**src/rtl/ntt_mem_sched.sv**
```systemverilog
`default_nettype none
// ============================================================================
// Module   : ntt_mem_sched
// Brief    : BRAM address/twiddle sequencer for an in-place radix-2 CT NTT.
// Revision : 1.0
// ============================================================================
module ntt_mem_sched #(
  parameter int DATA_WIDTH = 12,
  parameter int ADW        = 5
) (
  input  logic                  clk_i,
  input  logic                  rst_i,
  input  logic                  start_i,
  output logic                  busy_o,
  output logic                  done_o,
  input  logic                  host_we_i,
  input  logic [ADW-1:0]        host_addr_i,
  input  logic [DATA_WIDTH-1:0] host_din_i,
  output logic                  host_drop_o,
  output logic                  ram_we_a_o,
  output logic                  ram_we_b_o,
  output logic [ADW-1:0]        ram_addr_a_o,
  output logic [ADW-1:0]        ram_addr_b_o,
  output logic [DATA_WIDTH-1:0] ram_din_a_o,
  output logic [DATA_WIDTH-1:0] ram_din_b_o,
  output logic                  bf_valid_o,
  output logic [ADW-1:0]        tw_idx_o,
  input  logic                  bf_done_i,
  input  logic [DATA_WIDTH-1:0] bf_a_i,
  input  logic [DATA_WIDTH-1:0] bf_b_i
);

  localparam int             SW         = $clog2(ADW + 1);
  localparam logic [SW-1:0]  LAST_STAGE = SW'(ADW - 1);
  localparam logic [SW-1:0]  STAGE_ONE  = SW'(1);
  localparam logic [ADW-2:0] BF_ONE     = (ADW-1)'(1);
  localparam logic [ADW-1:0] ADDR_ONE   = ADW'(1);

  typedef enum logic [2:0] {
    S_IDLE = 3'd0,
    S_RD   = 3'd1,
    S_DAT  = 3'd2,
    S_WAIT = 3'd3,
    S_WR   = 3'd4,
    S_DONE = 3'd5
  } state_t;

  state_t                state_q, state_d;
  logic [SW-1:0]         stage_q, stage_d;
  logic [ADW-2:0]        bf_q, bf_d;
  logic [DATA_WIDTH-1:0] res_a_q, res_a_d;
  logic [DATA_WIDTH-1:0] res_b_q, res_b_d;

  logic [SW-1:0]  w_shift;
  logic [ADW-1:0] w_bf_ext;
  logic [ADW-1:0] w_len;
  logic [ADW-1:0] w_addr_j;
  logic [ADW-1:0] w_tw_idx;
  logic           w_busy;

  // j is bf with a zero inserted at bit (ADW-1-stage); its partner sits len above.
  always_comb begin
    w_shift  = LAST_STAGE - stage_q;
    w_bf_ext = {1'b0, bf_q};
    w_len    = ADDR_ONE << w_shift;
    w_addr_j = (((w_bf_ext >> w_shift) << w_shift) << 1) | (w_bf_ext & (w_len - ADDR_ONE));
    w_tw_idx = (ADDR_ONE << stage_q) + (w_bf_ext >> w_shift);
  end

  always_ff @(posedge clk_i) begin
    if (rst_i) begin
      state_q <= S_IDLE;
      stage_q <= '0;
      bf_q    <= '0;
      res_a_q <= '0;
      res_b_q <= '0;
    end else begin
      state_q <= state_d;
      stage_q <= stage_d;
      bf_q    <= bf_d;
      res_a_q <= res_a_d;
      res_b_q <= res_b_d;
    end
  end

  always_comb begin
    state_d = state_q;
    stage_d = stage_q;
    bf_d    = bf_q;
    res_a_d = res_a_q;
    res_b_d = res_b_q;
    case (state_q)
      S_IDLE: begin
        if (start_i) begin
          state_d = S_RD;
          stage_d = '0;
          bf_d    = '0;
        end
      end
      S_RD:  state_d = S_DAT;
      S_DAT: state_d = S_WAIT;
      S_WAIT: begin
        if (bf_done_i) begin
          res_a_d = bf_a_i;
          res_b_d = bf_b_i;
          state_d = S_WR;
        end
      end
      S_WR: begin
        if (bf_q != '1) begin
          bf_d    = bf_q + BF_ONE;
          state_d = S_RD;
        end else if (stage_q != LAST_STAGE) begin
          bf_d    = '0;
          stage_d = stage_q + STAGE_ONE;
          state_d = S_RD;
        end else begin
          state_d = S_DONE;
        end
      end
      S_DONE:  state_d = S_IDLE;
      default: state_d = S_IDLE;
    endcase
  end

  // Write enables are masked by rst_i so an aborting reset never lands a write.
  always_comb begin
    w_busy       = (state_q != S_IDLE);
    busy_o       = w_busy;
    done_o       = (state_q == S_DONE);
    bf_valid_o   = (state_q == S_DAT);
    host_drop_o  = host_we_i & w_busy;
    ram_we_a_o   = 1'b0;
    ram_we_b_o   = 1'b0;
    ram_addr_a_o = host_addr_i;
    ram_addr_b_o = '0;
    ram_din_a_o  = host_din_i;
    ram_din_b_o  = '0;
    tw_idx_o     = '0;
    if (state_q == S_IDLE) begin
      ram_we_a_o = host_we_i & ~rst_i;
    end else if (state_q != S_DONE) begin
      ram_addr_a_o = w_addr_j;
      ram_addr_b_o = w_addr_j | w_len;
      ram_din_a_o  = res_a_q;
      ram_din_b_o  = res_b_q;
      tw_idx_o     = w_tw_idx;
      if (state_q == S_WR) begin
        ram_we_a_o = ~rst_i;
        ram_we_b_o = ~rst_i;
      end
    end
  end

endmodule
`default_nettype wire

```
**config.mk**
```make
export PLATFORM = sky130hd
export DESIGN_NAME = ntt_mem_sched
export DESIGN_NICKNAME = d
export VERILOG_FILES = /design/src/rtl/ntt_mem_sched.sv
export SDC_FILE = /design/constraint.sdc
export NUM_CORES = 1
export LEC_CHECK = 0
export ABC_AREA = 1
export BUFFER_PORTS_ARGS = -buffer_cell sky130_fd_sc_hd__buf_2
export CAP_MARGIN = 5
export CORE_ASPECT_RATIO = 1.2
export CORE_MARGIN = 1.5
export CORE_UTILIZATION = 33
export DETAILED_ROUTE_END_ITERATION = 8
export GPL_TIMING_DRIVEN = 1
export SYNTH_ARGS = -nofsm -noshare
export SYNTH_HDL_FRONTEND = slang
export SYNTH_SLANG_ARGS = --single-unit
```
**constraint.sdc**
```tcl
create_clock -name clk_i -period 8.6 [get_ports clk_i]
set_clock_uncertainty 0.2 [all_clocks]
set_input_delay 0.86 -clock clk_i [delete_from_list [all_inputs] [get_ports clk_i]]
set_output_delay 0.86 -clock clk_i [all_outputs]
set_load 0.03 [all_outputs]
```
==> metrics.yaml, run 1 <==
outcome: "completed"
detailedRoute.firstPassIterationCount: 4
timing.critical_path.slowest_stage_cell: "dfxtp_1"
clock_sinks: 34
final_net_count: 489
global_route_wire_length_before_repair_um: 9310
power_density_mw_per_mm2: 202
drv.max_cap_violation_count: 0
ys_types: 26
post-route-period-util_pct: 51.0
chipHeight_um: 92.6
clk_transition_reported_paths_ns: 0.07
vias_per_cell: 4.62
slew_violations: 0
post-cts-setup-buffers: 0
floorplan.rows: 32
finalWorstSetupSlack_ns: 4.22
totalPowerFinal_mw: 0.574
globalRouteOverflowTotal: 0
ys_seq_elements: 34
cell_internal_pwr_mw: 0.354
most_frequent_cells_after_synthesis: "nand2_1 (66), inv_1 (55), o21ai_0 (44)"
cts_hold_buf: 0
synth_enable_flop_cells: 0
fin_crit_ns: 4.38
first_iter_violations: 90
drive_above_1_share_pct: 26.5
clk_path_buf_depth: 2
synth.top_cells.by_area: "dfxtp_1 (31%), nand2_1 (11%), o21ai_0 (10%)"
async_flop_share_pct: 0
hpwlAfterDp_um: 4370
setup_tns_final_ns: 0
clockPowerShare_pct: 31.8
end_kind: "output pin"
syn_inst: 345
pre_cts_worst_setup_slack_ns: 4.53
design.core.area_sq_mm: 0.00645
clock-root-buffer: "clkbuf_8"
max-vdd-ir-drop_v: 0.000157
crit_path_max_incr_delay_ns: 0.51
die_area_sq_mm: 0.00720
layout.cell_area.non_filler_sq_mm: 0.00285
post-synth-top-area-cell: "dfxtp_1"
p_seq_share_pct: 30.1
synth-main-ff-cell: "dfxtp_1"
num_vias: 2381
grt_start_max_net_pins: 49
syn_to_final_growth_pct: 28.8
io_buffers: 90
number_of_warning_messages_in_the_yosys_log: 0
start_kind: "register"
die_width_um: 77.7
timing_worst_slew_pin_value_ns: 0.657
power.leakage_nw: 1.46
cts_tree: "done"
critPathKind: "reg -> out"
timing.critical_path.buf_inv: 5
n_antenna_cell: 0
ctsResizeCount: 0
antenna_violating_nets_post_route: 0
worst_slew_margin_rel_pct: 56.2
cts_made_buffers: 5
synth.cell_area_sq_mm: 0.00221
worstHoldPathType: "reg -> reg"
required_ns: 7.54
yosys.area.top_type_share_pct: 30.8
path_delay_family: "adder cells"
fin_worst_hold_slack_ns: 0.249
initial_utilization_pct: 34.3
htree_num_levels: 2
route.final.wire_length_um: 5700
routabilityCongestion: 0.955
first_global_vias: 2133
gr-usage-all-layers_pct: 16.2
per_instance_average_area_after_synthesis_sq_um: 6.40
placed_area_sq_mm: 0.00270
maxClockFrequency_ghz: 0.228
setup-violations-final: 0
route.detailed.drc: 0
critPathArrivalTime_ns: 3.32
timing.critical_path.fanout_max: 11
clk-insertion-delay-late_ns: 0.29
power.net_switching_mw: 0.220
post-synth-top-count-cell: "nand2_1"
share_of_synthesized_area_occupied_by_flip_flops_and_latches_pct: 30.8
number_of_antenna_violations_at_the_first_check_in_global_routing: 0
timing.critical_path.cells: "inv_2 > ha_1 > ha_1 > inv_1 > nor2_1 > nand2_1 > nand2_1 > ha_1 > inv_1 > fa_1 > inv_1 > nand3_1 > nand2_1 > o21ai_0 > a21oi_1 > buf_2"
top_level_ports: 91
swShare_pct: 38.4
wire_per_inst_um: 11.1
hold_viol_final: 0
power.share.combinational_pct: 38.1
mappedNetlistNets: 405
nFillCells: 715
rsz_0062_raised_after_global_routing: "no"
==> placed cells by master, fill, tap and decap left out <==
cell / Yosys / routed
a211oi_1: 2 / 2
nand4_1: 2 / 2
nand2_4: 2 / 2
clkbuf_8: 0 / 6
o31ai_1: 1 / 1
nor2_1: 30 / 30
buf_4: 0 / 1
nor3_1: 3 / 3
ha_1: 13 / 13
nor2_2: 1 / 1
or2_2: 3 / 3
a21oi_1: 42 / 42
fa_1: 1 / 1
inv_1: 55 / 55
nand2_1: 66 / 66
bufinv_16: 0 / 2
nand2_2: 1 / 1
nor2_4: 2 / 2
inv_2: 4 / 4
buf_2: 7 / 90
nand3_2: 2 / 2
o21ai_0: 44 / 44
a31oi_1: 2 / 2
nand3_1: 21 / 21
dfxtp_1: 34 / 34
==> cells by family after synthesis <==
kind of cell	synth area share (%)
AO/OA/AOI/OAI	21.1
adder cells (fa/ha/maj)	8.27
buffers and inverters	13.2
flip-flops	30.8
AND/OR/NAND/NOR	26.7
==> registers in the layout (all words and copies together), names as in the netlist <==
signal	flops
stage_q	3
bf_q	4
state_q	3
res_a_q	12
res_b_q	12
==> per-layer routing <==
layer  part of all wire [%]  track usage, %
met4                    2.2            7.58
met3                    5.4            3.55
met1                     44            18.5
met5                      0               0
met2                     49            28.6
==> stage by stage <==
step / utilization (%) / cells
3_5_place_dp: 41.9 / 507
6_report: 44.2 / 515
3_3_place_gp: 41.9 / 507
2_1_floorplan: - / 345
4_1_cts: 44.2 / 515
5_1_grt: 44.2 / 515
==> power groups by stage <==
stage | Sequential [mW] | Clock [mW] | Combinational (mW)
after floorplan | 0.175 | 0 | 0.165
after global placement | 0.176 | 0 | 0.218
after detailed placement | 0.176 | 0 | 0.219
after CTS | 0.173 | 0.187 | 0.220
after global routing | 0.175 | 0.193 | 0.244
final | 0.173 | 0.183 | 0.219
==> layout make-up <==
type,count,area [sq um],share of cell area [%]
clock buffers,6,82.6,2.90
clock inverters,2,60.1,2.11
inverters,59,221,7.78
multi-input cells,238,1240,43.5
flip-flops and latches,34,681,23.9
well taps,85,106,3.74
repair buffers,91,458,16.1
==> tightest hold or removal path, delay by kind of cell (launching register included) <==
family,cells,cell delay [ns]
compound gates,1,0.05
buf+inv,1,0.05
flops,1,0.30
==> path summary, 6_finish.rpt <==
path,slack [ns],depth (start not counted),startpoint,end
max,4.22,16,stage_q[0],tw_idx_o[4]
min,0.25,2,res_a_q[11],res_a_q[11]
max reg2reg,6.35,7,stage_q[0],stage_q[1]
min reg2reg,0.25,2,res_a_q[11],res_a_q[11]
(Power assumes the default switching activity.)
==> inputs of run 2 (changes only) <==
Clock period 8.6 ns to 3.9 ns, I/O delays scaled along.
==> run 2 against run 1 <==
Core utilization shrank 0.45 points. Hold slack lost 0.071 ns. Critical endpoint unchanged. Largest cell class unchanged. Combinational power up 130%.
==> metrics.yaml, run 2 (synthesized netlist as in run 1, its figures left out) <==
outcome: "completed"
global_route_wire_length_before_repair_um: 9390
timing.critical_path.cells: "inv_2 > ha_1 > ha_4 > inv_1 > nor2_2 > nand2_1 > nand2_1 > ha_1 > inv_1 > fa_1 > inv_1 > nand3_1 > nand2_1 > o21ai_0 > a21oi_1 > buf_2"
num_vias: 2357
gr-usage-all-layers_pct: 16.3
layout.cells.most_common_list: "buf_2 (90), nand2_1 (66), inv_1 (55), o21ai_0 (44), a21oi_1 (42)"
final_common_cell: "buf_2"
pre_cts_worst_setup_slack_ns: 0.307
number_of_antenna_violations_at_the_first_check_in_global_routing: 0
die_width_um: 77.7
clock-root-buffer: "clkbuf_8"
end_kind: "output pin"
critPathArrivalTime_ns: 3.03
timing.critical_path.slowest_stage_cell: "dfxtp_4"
hold_depth: 3
drive_above_1_share_pct: 27.2
route.final.wire_length_um: 5700
start_kind: "register"
floorplan.rows: 32
grt_start_max_net_pins: 49
clk_path_buf_depth: 2
top_level_ports: 91
wire_per_inst_um: 11.1
route.detailed.drc: 0
cts_tree: "done"
n_antenna_cell: 0
timing.critical_path.fanout_max: 11
design.core.area_sq_mm: 0.00645
crit_path_max_incr_delay_ns: 0.40
antenna_violating_nets_post_route: 0
hpwlAfterDp_um: 4380
clock_sinks: 34
syn_to_final_growth_pct: 27.5
routabilityCongestion: 0.954
worst_slew_margin_rel_pct: 57.5
timing_worst_slew_pin_value_ns: 0.637
io_buffers: 90
critPathKind: "reg -> out"
vias_per_cell: 4.58
clk-insertion-delay-late_ns: 0.29
cts_made_buffers: 5
required_ns: 3.31
drv.max_cap_violation_count: 0
cts_hold_buf: 0
htree_num_levels: 2
slew_violations: 0
first_global_vias: 2167
depth_of_the_most_critical_reg_to_reg_path: 7
power_density_mw_per_mm2: 407
globalRouteOverflowTotal: 0
finalWorstSetupSlack_ns: 0.281
post-route-period-util_pct: 92.8
hold_viol_final: 0
first_iter_violations: 122
layout_top_registers: "res_a_q x12, res_b_q x12, bf_q x4"
rsz_0062_raised_after_global_routing: "no"
rrSetupSlack_ns: 1.84
final_net_count: 489
clk_transition_reported_paths_ns: 0.07
die_area_sq_mm: 0.00720
maxClockFrequency_ghz: 0.276
detailedRoute.firstPassIterationCount: 4
power.leakage_nw: 1.44
initial_utilization_pct: 34.3
fin_crit_ns: 3.62
worstHoldPathType: "in -> reg"
setup-violations-final: 0
setup_tns_final_ns: 0
max-vdd-ir-drop_v: 0.000312
chipHeight_um: 92.6
[run 2: changes by cell type in the layout (fill, tap and decap cells not counted), sizes merged]
cell,change
bufinv,-2
clkinv,+1
clkinvlp,+1
[run 2: routing by layer]
metal	track usage (%)	up-vias	wire (um)	part of all wire (%)
li1	-	1272	-	-
met1	18.9	1003	2510	44
met2	28.3	72	2700	47
met3	3.55	10	350	6.1
met4	6.97	0	139	2.4
met5	0	-	0	0
[run 2: metrics by stage]
stage                     utilization (%)  instance area [sq um]  hold WS, ns  std cells  power [mW]
after floorplan                         -                   2210        0.225        345       0.749
after global routing                 43.7                   2820        0.195        515        1.23
after detailed placement             41.9                   2700        0.241        507       0.873
final                                43.7                   2820        0.178        515        1.15
after global placement               41.9                   2700        0.235        507       0.869
after CTS                            43.4                   2800        0.169        515        1.15
[run 2: area by class of cell]
cell class | count | area [sq um]
well taps | 85 | 106
clock buffers | 6 | 82.6
flip-flops and latches | 34 | 684
repair buffers | 91 | 458
fillers | 716 | 3630
inverters | 59 | 221
clock inverters | 2 | 12.5
multi-input cells | 238 | 1250
[run 2: report_power, final]
| group | switching (mW) | internal, mW |
|---|---|---|
| clock network | 0.130 | 0.142 |
| registers | 0.0149 | 0.367 |
| logic | 0.346 | 0.148 |
[run 2: worst paths after layout]
| kind | endpoint | startpoint |
|---|---|---|
| worst min register to register | res_a_q[11] | res_a_q[11] |
| worst max-delay path | tw_idx_o[4] | stage_q[0] |
| worst max register to register | stage_q[1] | stage_q[0] |
| worst min-delay path | res_b_q[6] | bf_b_i[6] |
[run 2: what timing repair did]
action | CTS | global route
endpoints found under the setup margin | 1 | 1
resized for setup | 1 | 3
setup buffers | 0 | 0
pin swaps | 0 | 0
endpoints found under the hold margin | 0 | 0
[run 2: worst max-delay path, delay by kind of cell (launching register included)]
| family | cells | cell delay [ns] |
|---|---|---|
| buffers and inverters | 5 | 0.54 |
| DFF | 1 | 0.40 |
| AOI/OAI and AO/OA | 2 | 0.20 |
| and+or+nand+nor | 5 | 0.48 |
| adders and majority gates | 4 | 1.11 |
==> inputs of run 3 (changes only) <==
Settings changed: SETUP_SLACK_MARGIN set to 0.3.
==> run 3 against run 2 <==
Via count grew 0.21%. Die area is the same. Worst setup slack gained 0.19 ns. Clock power is essentially flat. Cell area grew 1.6%. Flip-flop and latch count is the same. Global-route usage grew 0.062 points. Core utilization grew 0.72 points. Fmax grew 5.6%. Hold slack is essentially flat. First-iteration DRC count shrank 32%. Largest power group unchanged.
==> metrics.yaml, run 3 (synthesized netlist as in run 1, its figures left out) <==
cts_made_buffers: 5
hold_viol_final: 0
power_density_mw_per_mm2: 409
worstHoldPathType: "in -> reg"
rsz_0062_raised_after_global_routing: "no"
detailedRoute.firstPassIterationCount: 4
vias_per_cell: 4.56
maxClockFrequency_ghz: 0.292
power.leakage_nw: 1.45
totalPowerFinal_mw: 1.17
max-vdd-ir-drop_v: 0.000310
gr-usage-all-layers_pct: 16.3
clock_sinks: 34
drive_above_1_share_pct: 28.6
n_antenna_cell: 0
htree_num_levels: 2
clk_path_buf_depth: 2
number_of_antenna_violations_at_the_first_check_in_global_routing: 0
clock-root-buffer: "clkbuf_8"
pre_cts_worst_setup_slack_ns: 0.307
globalRouteOverflowTotal: 0
timing_worst_slew_pin_value_ns: 0.639
finalWorstSetupSlack_ns: 0.471
final_net_count: 492
num_vias: 2362
syn_to_final_growth_pct: 29.6
start_kind: "register"
grt_start_max_net_pins: 49
end_kind: "output pin"
final_common_cell: "buf_2"
outcome: "completed"
setup-violations-final: 0
first_iter_violations: 83
floorplan.rows: 32
clk_transition_reported_paths_ns: 0.07
routabilityCongestion: 0.954
initial_utilization_pct: 34.3
io_buffers: 90
antenna_violating_nets_post_route: 0
worst_slew_margin_rel_pct: 57.4
route.final.wire_length_um: 5730
layout_top_registers: "res_a_q x12, res_b_q x12, bf_q x4"
critPathKind: "reg -> out"
post-route-period-util_pct: 87.9
die_width_um: 77.7
drv.max_cap_violation_count: 0
route.detailed.drc: 0
cts_tree: "done"
layoutNonFillerInstCount: 518
dp_cells: 507
cts_hold_buf: 0
setup_tns_final_ns: 0
hpwlAfterDp_um: 4380
first_global_vias: 2167
wire_per_inst_um: 11.1
global_route_wire_length_before_repair_um: 9440
clk-insertion-delay-late_ns: 0.29
slew_violations: 0
chipHeight_um: 92.6
top_level_ports: 91
fin_crit_ns: 3.43
layout.cells.most_common_list: "buf_2 (89), nand2_1 (65), inv_1 (55), o21ai_0 (44), a21oi_1 (42)"
critPathArrivalTime_ns: 2.84
die_area_sq_mm: 0.00720
design.core.area_sq_mm: 0.00645
required_ns: 3.31
nFillCells: 708
timing.critical_path.fanout_max: 11
-- run 3: cell types whose count changed in the layout (fill, tap and decap cells not counted), sizes merged --
cell  previous run  this run
buf             91        94
-- run 3: layout make-up --
cell class	count	area [sq um]	area share, %
clock buffer	6	82.6	2.88
clock inverter	2	12.5	0.437
inverter	59	224	7.82
multi-input combinational	238	1270	44.3
sequential	34	686	23.9
tap	85	106	3.71
timing repair buffer	94	483	16.9
-- run 3: final timing paths --
path | endpoint | slack (ns) | startpoint | cells after the start
max | tw_idx_o[4] | 0.47 | stage_q[0] | 16
min reg2reg | res_a_q[11] | 0.25 | res_a_q[11] | 2
max reg2reg | stage_q[1] | 2.02 | stage_q[0] | 7
min | res_b_q[6] | 0.18 | bf_b_i[6] | 3
-- run 3: power breakdown --
group | internal (mW) | total, mW | switching (mW)
logic | 0.166 | 0.519 | 0.352
clock network | 0.142 | 0.271 | 0.129
registers | 0.367 | 0.380 | 0.0130
total | 0.675 | 1.17 | 0.495
-- run 3: worst max-delay path, stage by stage (launching register included) --
cell and delay [ns]:
dfxtp_4 0.37, inv_4 0.07, ha_4 0.18, ha_4 0.28, inv_1 0.07, nor2_2 0.15, nand2_1 0.10, nand2_2 0.09
ha_2 0.18, inv_1 0.06, fa_1 0.36, inv_1 0.10, nand3_1 0.07, nand2_1 0.10, o21ai_0 0.08, a21oi_1 0.13
buf_4 0.17
-- run 3: stage by stage --
stage               utilization (%)  cell area (sq um)  hold slack [ns]
floorplan                         -               2210            0.225
global placement               41.9               2700            0.235
detailed placement             41.9               2700            0.241
CTS                            43.8               2820            0.169
global route                   44.4               2860            0.195
finish                         44.4               2860            0.177
-- run 3: per-layer routing --
layer  vias up  share of wire (%)  track usage [%]
met4         0                2.0             6.36
met5         -                  0                0
li1       1277                  -                -
met2        67                 48             28.7
met1      1009                 43             19.1
met3         9                7.0             3.45
-- run 3: repair_timing --
action	in CTS	in global routing
gates resized for setup	5	6
buffers inserted	0	3
endpoints found under the hold margin	0	0
pin swaps	0	1
setup endpoints to repair	3	2
